**src/rtl/br_mask_ctrl.sv**
```systemverilog
// br_mask_ctrl
//   Branch-tag allocation and resolution controller for the speculative core.
//   It owns a pool of one-hot branch tags and hands the lowest free tag to each
//   speculative branch from ID. For every tag it remembers which tags were
//   already in flight at allocation (the older branches).
//   On a correct resolve it broadcasts a tag clear in the same cycle. On a
//   mispredict it computes the squash set and broadcasts it one cycle later,
//   during a single RECOVER cycle.
//
// Ports
//   clk, rst              : clock (rising edge), asynchronous active-high reset
//   id_br_alloc_req_i     : ID wants a tag for a speculative branch
//   br_alloc_gnt_o        : tag granted this cycle (map-table checkpoint write)
//   br_alloc_tag_o        : lowest-index free tag (one-hot), zero when the pool is full
//   br_stall_o            : ID must hold dispatch
//   br_mask_o             : in-flight tag mask for instructions dispatched now
//   rs_resolve_valid_i    : a branch resolves this cycle
//   rs_resolve_tag_i      : one-hot tag of the resolving branch
//   rs_resolve_mispred_i  : the resolving branch was mispredicted
//   br_clear_valid_o      : correct-prediction clear broadcast
//   br_clear_tag_o        : tag to clear from every mask
//   br_squash_valid_o     : recovery broadcast (registered)
//   br_squash_mask_o      : tags to squash (registered)
//   br_recover_tag_o      : checkpoint tag to restore from (registered)
module br_mask_ctrl #(
  parameter int BR_TAG_W = 4
) (
  input  logic                clk,
  input  logic                rst,
  input  logic                id_br_alloc_req_i,
  output logic                br_alloc_gnt_o,
  output logic [BR_TAG_W-1:0] br_alloc_tag_o,
  output logic                br_stall_o,
  output logic [BR_TAG_W-1:0] br_mask_o,
  input  logic                rs_resolve_valid_i,
  input  logic [BR_TAG_W-1:0] rs_resolve_tag_i,
  input  logic                rs_resolve_mispred_i,
  output logic                br_clear_valid_o,
  output logic [BR_TAG_W-1:0] br_clear_tag_o,
  output logic                br_squash_valid_o,
  output logic [BR_TAG_W-1:0] br_squash_mask_o,
  output logic [BR_TAG_W-1:0] br_recover_tag_o
);

  typedef enum logic {
    NORMAL  = 1'b0,
    RECOVER = 1'b1
  } state_e;

  state_e              state_q, state_d;
  logic [BR_TAG_W-1:0] busy_q, busy_d;
  logic [BR_TAG_W-1:0] dep_q [BR_TAG_W];
  logic [BR_TAG_W-1:0] dep_d [BR_TAG_W];
  logic [BR_TAG_W-1:0] sq_mask_q, sq_mask_d;
  logic [BR_TAG_W-1:0] sq_tag_q, sq_tag_d;

  logic                eff_resolve;
  logic                eff_clear;
  logic                eff_mispred;
  logic [BR_TAG_W-1:0] clear_tag;
  logic [BR_TAG_W-1:0] alloc_tag;
  logic [BR_TAG_W-1:0] squash_set;
  logic                any_free;
  logic                gnt;

  // Lowest-index free tag: scanning downward, so the last hit wins.
  always_comb begin
    alloc_tag = '0;
    for (int i = BR_TAG_W - 1; i >= 0; i--) begin
      if (!busy_q[i]) begin
        alloc_tag    = '0;
        alloc_tag[i] = 1'b1;
      end
    end
  end

  // A tag j is younger than the resolving branch when its older-set holds that tag.
  always_comb begin
    squash_set = rs_resolve_tag_i;
    for (int j = 0; j < BR_TAG_W; j++) begin
      if (busy_q[j] && |(dep_q[j] & rs_resolve_tag_i)) begin
        squash_set[j] = 1'b1;
      end
    end
  end

  // Resolve qualification, grant, and next-state computation.
  always_comb begin
    eff_resolve = rs_resolve_valid_i && |(busy_q & rs_resolve_tag_i);
    eff_clear   = eff_resolve && !rs_resolve_mispred_i;
    eff_mispred = eff_resolve && rs_resolve_mispred_i;
    clear_tag   = eff_clear ? rs_resolve_tag_i : '0;
    any_free    = |(~busy_q);
    // The ID branch is younger than a mispredicting branch, so it must not get a tag.
    gnt         = id_br_alloc_req_i && any_free && (state_q == NORMAL) && !eff_mispred;

    busy_d    = busy_q & ~clear_tag;
    sq_mask_d = sq_mask_q;
    sq_tag_d  = sq_tag_q;
    state_d   = NORMAL;

    if (eff_mispred) begin
      busy_d    = busy_q & ~squash_set;
      sq_mask_d = squash_set;
      sq_tag_d  = rs_resolve_tag_i;
      state_d   = RECOVER;
    end

    if (gnt) begin
      busy_d = busy_d | alloc_tag;
    end

    // The new branch's older-set excludes a tag that is being cleared right now.
    for (int i = 0; i < BR_TAG_W; i++) begin
      dep_d[i] = dep_q[i] & ~clear_tag;
      if (gnt && alloc_tag[i]) begin
        dep_d[i] = busy_q & ~clear_tag;
      end
    end
  end

  always_comb begin
    br_alloc_gnt_o    = gnt;
    br_alloc_tag_o    = alloc_tag;
    br_stall_o        = (id_br_alloc_req_i && !any_free) || (state_q == RECOVER) || eff_mispred;
    br_mask_o         = busy_q & ~clear_tag;
    br_clear_valid_o  = eff_clear;
    br_clear_tag_o    = clear_tag;
    br_squash_valid_o = (state_q == RECOVER);
    br_squash_mask_o  = sq_mask_q;
    br_recover_tag_o  = sq_tag_q;
  end

  always_ff @(posedge clk or posedge rst) begin
    if (rst) begin
      state_q   <= NORMAL;
      busy_q    <= '0;
      sq_mask_q <= '0;
      sq_tag_q  <= '0;
      for (int i = 0; i < BR_TAG_W; i++) begin
        dep_q[i] <= '0;
      end
    end else begin
      state_q   <= state_d;
      busy_q    <= busy_d;
      sq_mask_q <= sq_mask_d;
      sq_tag_q  <= sq_tag_d;
      for (int i = 0; i < BR_TAG_W; i++) begin
        dep_q[i] <= dep_d[i];
      end
    end
  end

endmodule

```
**config.mk**
```make
export PLATFORM = sky130hd
export DESIGN_NAME = br_mask_ctrl
export DESIGN_NICKNAME = d
export VERILOG_FILES = /design/src/rtl/br_mask_ctrl.sv
export SDC_FILE = /design/constraint.sdc
export NUM_CORES = 1
export LEC_CHECK = 0
export ABC_AREA = 1
export CORE_MARGIN = 2
export CORE_UTILIZATION = 30
export DETAILED_ROUTE_END_ITERATION = 8
export PLACE_DENSITY = 0.65
export SYNTH_ARGS = -nofsm -noshare
export SYNTH_HDL_FRONTEND = slang
export SYNTH_SLANG_ARGS = --single-unit
export TNS_END_PERCENT = 100
```
**constraint.sdc**
```tcl
create_clock -name clk -period 3.6 [get_ports clk]
set_input_delay 0.72 -clock clk [delete_from_list [all_inputs] [get_ports clk]]
set_output_delay 0.72 -clock clk [all_outputs]
set_load 0.01 [all_outputs]
```
### Yosys cells after proc, flatten, opt, wreduce, memory -nomap -nowiden

Cells that the tools add are included.

* flip-flop bits (word level): 29
* latch bits: 0
* memory bits (writable): 0
* memory bits (read-only): 0
* input port bits: 9
* output and inout port bits: 24
* logic and storage cells: 66
* memories: 0

* add/subtract/negate cells: 0
* multipliers: 0
* div/mod/pow operators: 0
* $lt $le $gt $ge: 0
* eq/ne operators: 0
* shift operators: 0
* multiplexer cells: 16
* bitwise gates (word level): 16
* reductions and logical operators: 26

Operators with widths (number)
* AND 4 bit: 11
* 2-to-1 mux 4 bit: 11
* OR reduction 4 bit: 6
* logical AND 1 bit: 15
* NOT 4 bit: 3
* 2-to-1 mux 1 bit: 5
* bitwise OR 4 bit: 1
* zero test 1 bit: 3
* logical OR 1 bit: 2
* NOT 1 bit: 1

### Longest topological paths before layout

Gate-level depths: netlist of run 1.

* word-level depth: 10
* depth in mapped cells: 9
* gate-level depth less buffers: 9

### Least setup slack after synthesis of run 1

Ideal clock, no wire load.

* kind: input -> output
* start point: input rs_resolve_tag_i[3]
* end point: output br_alloc_gnt_o
* arrival: 1.418 ns
* data required time: 2.880 ns
* slack: 1.462 ns
* stages: 8
* buffers on the path: 1
* cells stage by stage: nand2_1 > nand2_1 > inv_1 > nand2_4 > nand3_4 > buf_2 > nand2_1 > inv_1

* longest elaborated chain between the ends: 6

RTL lines
* start, declared: RTL line 36 `input logic [BR_TAG_W-1:0] rs_resolve_tag_i,`
* AND 4 bit: RTL line 89 `eff_resolve = rs_resolve_valid_i && |(busy_q & rs_resolve_tag_i);`
* OR reduction 4 bit: RTL line 89
* logical AND 1 bit: RTL line 89
* logical AND 1 bit: RTL line 91 `eff_mispred = eff_resolve && rs_resolve_mispred_i;`
* zero test 1 bit: RTL line 95 `gnt = id_br_alloc_req_i && any_free && (state_q == NORMAL) && !eff_mispred;`
* logical AND 1 bit: RTL line 95
* end, declared: RTL line 31 `output logic br_alloc_gnt_o,`

No other way between the ends.

### Final worst setup path of run 1

* start point: input rs_resolve_tag_i[3]
* end point: output br_clear_tag_o[0]

* longest elaborated chain between the ends: 5

RTL lines
* AND 4 bit: RTL line 89
* OR reduction 4 bit: RTL line 89
* logical AND 1 bit: RTL line 89
* logical AND 1 bit: RTL line 90 `eff_clear = eff_resolve && !rs_resolve_mispred_i;`
* 2-to-1 mux 4 bit: RTL line 92 `clear_tag = eff_clear ? rs_resolve_tag_i : '0;`
* end, declared: RTL line 39 `output logic [BR_TAG_W-1:0] br_clear_tag_o,`

No other way between the ends.

==> results of run 1 <==
==> placed cells by master, fill, tap and decap left out, types with 2 or more instances in the layout <==
| master | Yosys | layout |
|---|---|---|
| nand3_1 | 17 | 17 |
| dfrtp_1 | 25 | 25 |
| a21oi_1 | 2 | 2 |
| inv_2 | 7 | 7 |
| inv_1 | 19 | 19 |
| nand3_2 | 4 | 4 |
| clkbuf_8 | 0 | 3 |
| buf_4 | 0 | 4 |
| o21ai_1 | 4 | 4 |
| clkdlybuf4s50_1 | 0 | 32 |
| nand4_1 | 3 | 3 |
| nor2_1 | 4 | 4 |
| nand2_1 | 80 | 80 |
==> cell families after synthesis <==
family                 after synthesis  share of synthesized area
buffers and inverters               27                     0.0805
AND/OR/NAND/NOR                    112                      0.405
flip-flops                          25                      0.491
AO/OA/AOI/OAI                        6                     0.0236
==> tightest hold or removal path, stage by stage (launching register included) <==
cell	delay (ns)
dfrtp_1	0.35
nand2_1	0.05
nand2_1	0.05
==> layout make-up <==
cell class	instances	share of cell area
Multi-Input combinational cell	118	0.316
Tap cell	50	0.0362
Clock inverter	1	0.00289
Clock buffer	3	0.0239
Inverter	26	0.0564
Timing Repair Buffer	36	0.203
Sequential cell	25	0.362
==> Yosys cell counts <==
| cell | n | area (sq um) |
|---|---|---|
| nand2_1 | 80 | 300 |
| dfrtp_1 | 25 | 626 |
| inv_1 | 19 | 71.3 |
| nand3_1 | 17 | 85.1 |
| inv_2 | 7 | 26.3 |
| nand3_2 | 4 | 40.0 |
| nor2_1 | 4 | 15.0 |
| o21ai_1 | 4 | 20.0 |
| nand4_1 | 3 | 18.8 |
| a21oi_1 | 2 | 10.0 |
| buf_2 | 1 | 5.00 |
| nand2_4 | 1 | 11.3 |
| nand3_4 | 1 | 17.5 |
| nand4_2 | 1 | 12.5 |
| nor3_4 | 1 | 16.3 |
==> how the worst max path moves through the flow <==
stage / start / end / slack (ns) / cells after the start
floorplan: rs_resolve_tag_i[3] / br_alloc_gnt_o / 1.46 / 8
global placement: rs_resolve_tag_i[3] / br_clear_tag_o[0] / 0.36 / 8
detailed placement: rs_resolve_tag_i[3] / br_clear_tag_o[0] / 0.35 / 8
CTS: rs_resolve_tag_i[3] / br_clear_tag_o[0] / 0.35 / 8
global route: rs_resolve_tag_i[3] / br_clear_tag_o[0] / 0.22 / 8
finish: rs_resolve_tag_i[3] / br_clear_tag_o[0] / 0.35 / 8
==> state kept, by name (all words and copies together), names as in the netlist <==
name               cells
br_squash_valid_o      1
busy_q                 4
br_squash_mask_o       4
dep_q                 12
br_recover_tag_o       4
==> layer usage <==
layer  share of wire  up-vias  GRT usage
met4           0.012        0     0.0479
li1                -      606          -
met5               0        -          0
met1            0.45      563      0.198
met3           0.060        6     0.0349
met2            0.48       39      0.239
==> power groups by stage <==
stage	combinational (W)	clock [W]	sequential, W
after CTS	0.000623	0.000173	0.000505
after floorplan	0.000319	0	0.000506
after global placement	0.000616	0	0.000509
after global routing	0.000682	0.000187	0.000522
final	0.000615	0.000169	0.000505
after detailed placement	0.000620	0	0.000511
==> per-stage QoR <==
step	hold WS (ns)	utilization
global placement	0.468	0.415
floorplan	0.476	-
CTS	0.495	0.426
detailed placement	0.473	0.415
finish	0.484	0.426
global route	0.520	0.426
==> run metrics, run 1 <==
total power=0.00129 W; CTS Buf Count=3; P_int=0.000781 W; Post-DRT Antenna Nets=0; final setup fails=0; R2R Path End=dep_q[15]$_DFF_PP0_; Die Y=69.2 um; GRT Total Usage=0.149; Final Slew Violations=0; period utilization=0.903; maximum root-to-sink buffer count=2; setup bufs post-CTS=0; worst skew pair latency=about 0.27 ns; Root Buffer=clkbuf_8; number of global-route vias before repair=about 1,200; first-pass GRT wire length=5710 um; Cell Rows=23; P&R area growth vs syn=35.6%; Reg area=626 sq um; post-synthesis cell type count=15; post-route worst setup slack=approximately 0.35 ns; core region area=4060 sq um; hold buffers post-CTS=0; DR vias/cell=4.69; Worst-path clk slew=0.09 ns; reg2reg setup slack=~2.0 ns; Sequential Power Share=0.392; Seq cells post-synth=25; GR Overflow Total=0; worst hold stages=2; WHS Endpoint=br_squash_mask_o[1]$_DFFE_PP0P_; drt first pass iters=4; sequential area share after synthesis=0.491; power density cells=746 nW/um^2; IO Port Bufs=32; Leak=0.959 nW; Fmax=roughly 0.3 GHz; H-tree Lvls=1; share of cells above drive strength 1=0.110; largest net degree at the start of global routing=26; Routed WL per cell=13.1 um; crit-path max cell delay=0.60 ns; Synth Warn #=0; CP bufs+invs=4; Final Critical Period=3.25 ns; min-delay worst type=reg2reg; CP Capture Type=primary output; post-cts resize count=0; hold_sp=br_squash_mask_o[1]$_DFFE_PP0P_; switching power=0.000508 W; vias=1,214; Initial Utilization=0.314; netlist area before placement=between 1000 and 1500 sq um; diode count=0; Routed WL=3400 um; RSZ-0062 raised after global routing=false; run status=finished clean; I/O Pins=33; syn nets=179; dpl cells=approximately 260; final cell count without fillers=around 260; Tightest Pin Transition=0.959 ns; Die Area=4790 sq um; Switching Fraction=0.394; antenna violations before repair=0; CTS tree=yes; Crit Path Class=in2out; Required @ worst endpoint=2.88 ns; peak supply drop=196 uV; WP data arrival=2.53 ns; area of the multi-input gates=around 550 sq um; slowest stage cell, crit path=clkdlybuf4s50_1; routability cong.=0.863; initial drt markers=76; Synth Instances=170; combinational power share=0.477; final hold vios=0; FF-to-FF Start=busy_q[2]$_DFF_PP0_; crit start category=input pin; Design Area, Final=1730 sq um; CTS sink cnt=25; Post-route DRC=0; Post-DP Area=1680 sq um; post-DP HPWL=about 2600 um; synthesized area per cell=7.50 sq um; nets=219; delay-heaviest family, CP=buffers and inverters; max-cap violations=0; Clock Power Share=0.131; skew final=0.00214 ns; worst r2r path cells=10; fillcell total=428; die width=~70 um; Crit Path Max Fanout=6; Slew HR=0.360; DP Worst Slack=0.351 ns; CP Cell Sequence=clkdlybuf4s50_1 -> nand2_1 -> nand2_1 -> inv_1 -> nand2_4 -> nand4_1 -> inv_1 -> clkdlybuf4s50_1; Fin Setup TNS=0 ns
Power figures use the tool's default switching activity.
==> run 2: changes to the inputs <==
PLACE_DENSITY = 0.67   (was 0.65)
clock period = 2.7 ns   (was 3.6 ns; I/O delays follow)
==> run metrics, run 2 (synthesis results as in run 1) <==
Leak=1.09 nW (was 0.959 nW); CTS Buf Count=3 (unchanged); IO Port Bufs=32 (unchanged); reg2reg setup slack=1.11 ns (was 1.98 ns); core region area=4060 sq um (unchanged); run status=finished clean (unchanged); Initial Utilization=0.314 (unchanged); nets=233 (was 219); vias=1,276 (was 1,214); Slew HR=0.784 (was 0.360); WP data arrival=2.07 ns (was 2.53 ns); skew final=0.00168 ns (was 0.00214 ns); GRT Total Usage=0.153 (was 0.149); hold buffers post-CTS=0 (unchanged); peak supply drop=276 uV (was 196 uV); DP Worst Slack=0.0379 ns (was 0.351 ns); P&R area growth vs syn=45.0% (was 35.6%); initial drt markers=58 (was 76); Die Area=4790 sq um (unchanged); I/O Pins=33 (unchanged); power density cells=958 nW/um^2 (was 746 nW/um^2); Crit Path Class=in2out (unchanged); R2R Path End=dep_q[15]$_DFF_PP0_ (unchanged); FF-to-FF Start=busy_q[2]$_DFF_PP0_ (unchanged); period utilization=0.965; Routed WL=3440 um (was 3400 um); most frequent cells in the layout=nand2_1, clkdlybuf4s50_1, dfrtp_1, inv_1, buf_4 (was nand2_1, clkdlybuf4s50_1, dfrtp_1, inv_1, nand3_1); share of cells above drive strength 1=0.166 (was 0.110); Final Slew Violations=0 (unchanged); antenna violations before repair=0 (unchanged); final hold vios=0 (unchanged); post-DP HPWL=2630 um (about the same); DR vias/cell=4.67 (was 4.69); CTS sink cnt=25 (unchanged); total power=0.00177 W (was 0.00129 W); first-pass GRT wire length=5830 um (was 5710 um); dpl cells=268 (was 255); RSZ-0062 raised after global routing=false (unchanged); Post-DRT Antenna Nets=0 (unchanged); crit start category=input pin (unchanged); hold_sp=br_squash_mask_o[1]$_DFFE_PP0P_ (unchanged); max-cap violations=0 (unchanged); final cell count without fillers=273 (was 259); post-route worst setup slack=0.0949 ns (was 0.350 ns); Fin Setup TNS=0 ns (unchanged); worst skew pair latency=0.27 ns (about the same); slowest stage cell, crit path=clkdlybuf4s50_1 (unchanged); flip-flop count of the largest register after layout=12 (unchanged); diode count=0 (unchanged); crit path from=rs_resolve_tag_i[3] (unchanged); Crit Path Max Fanout=6 (unchanged); min-delay worst type=reg2reg (unchanged); Cell Rows=23 (unchanged); CTS tree=yes (unchanged); final setup fails=0 (unchanged); CP Cell Sequence=clkdlybuf4s50_1 -> nand2_1 -> nand2_1 -> inv_1 -> nand2_4 -> nand4_1 -> inv_1 -> clkdlybuf4s50_1 (unchanged); worst r2r path cells=10 (unchanged); H-tree Lvls=1 (unchanged); Required @ worst endpoint=2.16 ns (was 2.88 ns); die width=69.2 um (unchanged); Fmax=0.384 GHz; GR Overflow Total=0 (unchanged); Die Y=69.2 um (unchanged); drt first pass iters=4 (unchanged); routability cong.=0.924 (was 0.863); Worst-path clk slew=0.09 ns (about the same); Routed WL per cell=12.6 um (was 13.1 um); maximum root-to-sink buffer count=2 (unchanged); crit-path max cell delay=0.53 ns (was 0.60 ns); Most flops, register=dep_q (unchanged); Root Buffer=clkbuf_8 (unchanged); Final Critical Period=2.61 ns; Post-route DRC=0 (unchanged); most common cell after layout, fill and taps aside=nand2_1 (unchanged); Worst Setup EP=br_clear_tag_o[1] (was br_clear_tag_o[0]); CP Capture Type=primary output (unchanged); largest net degree at the start of global routing=26 (unchanged); Tightest Pin Transition=0.325 ns (was 0.959 ns); Core Util, Final=0.456 (was 0.426); number of global-route vias before repair=1,217 (was 1,207)
[run 2: stage by stage]
step	hold WS [ns]	instance area [sq um]
2_1_floorplan	0.476	1270
3_3_place_gp	0.471	1780
3_5_place_dp	0.470	1780
4_1_cts	0.494	1830
5_1_grt	0.516	1850
6_report	0.488	1850
[run 2: critical path, delay by kind of cell]
family	cells	cell delay [ns]
buf+inv	4	1.18
simple gates	4	0.36
[run 2: what timing repair did]
action	4_1_cts	5_1_grt
setup buffers	0	1
gates resized for setup	0	5
endpoints found under the setup margin	0	5
[run 2: routing by layer]
layer	vias to the layer above	GRT usage	wire length, um
met1	591	0.207	1540
met3	9	0.0363	250
li1	629	-	-
met5	-	0	0
met4	0	0.0654	92
met2	47	0.233	1560
[run 2: final cells by class]
type / instances / area, sq um
Multi-Input combinational cell: 118 / 547
Clock inverter: 1 / 7.51
Timing Repair Buffer: 50 / 468
Fill cell: 397 / 2210
Clock buffer: 3 / 41.3
Tap cell: 50 / 62.6
Sequential cell: 25 / 626
Inverter: 26 / 97.6
[run 2: worst min-delay path by stage]
| stage | end | cells after the start |
|---|---|---|
| 2_1_floorplan | dep_q[0]$_DFF_PP0_ | 2 |
| 3_3_place_gp | br_squash_mask_o[1]$_DFFE_PP0P_ | 2 |
| 3_5_place_dp | br_squash_mask_o[1]$_DFFE_PP0P_ | 2 |
| 4_1_cts | br_squash_mask_o[1]$_DFFE_PP0P_ | 2 |
| 5_1_grt | br_squash_mask_o[1]$_DFFE_PP0P_ | 2 |
| 6_report | br_squash_mask_o[1]$_DFFE_PP0P_ | 2 |
[run 2: report_power, final]
part | total (W) | internal, W | switching [W]
Combinational | 0.000870 | 0.000434 | 0.000437
Clock | 0.000225 | 0.000105 | 0.000121
Sequential | 0.000677 | 0.000544 | 0.000133
Total | 0.00177 | 0.00108 | 0.000690
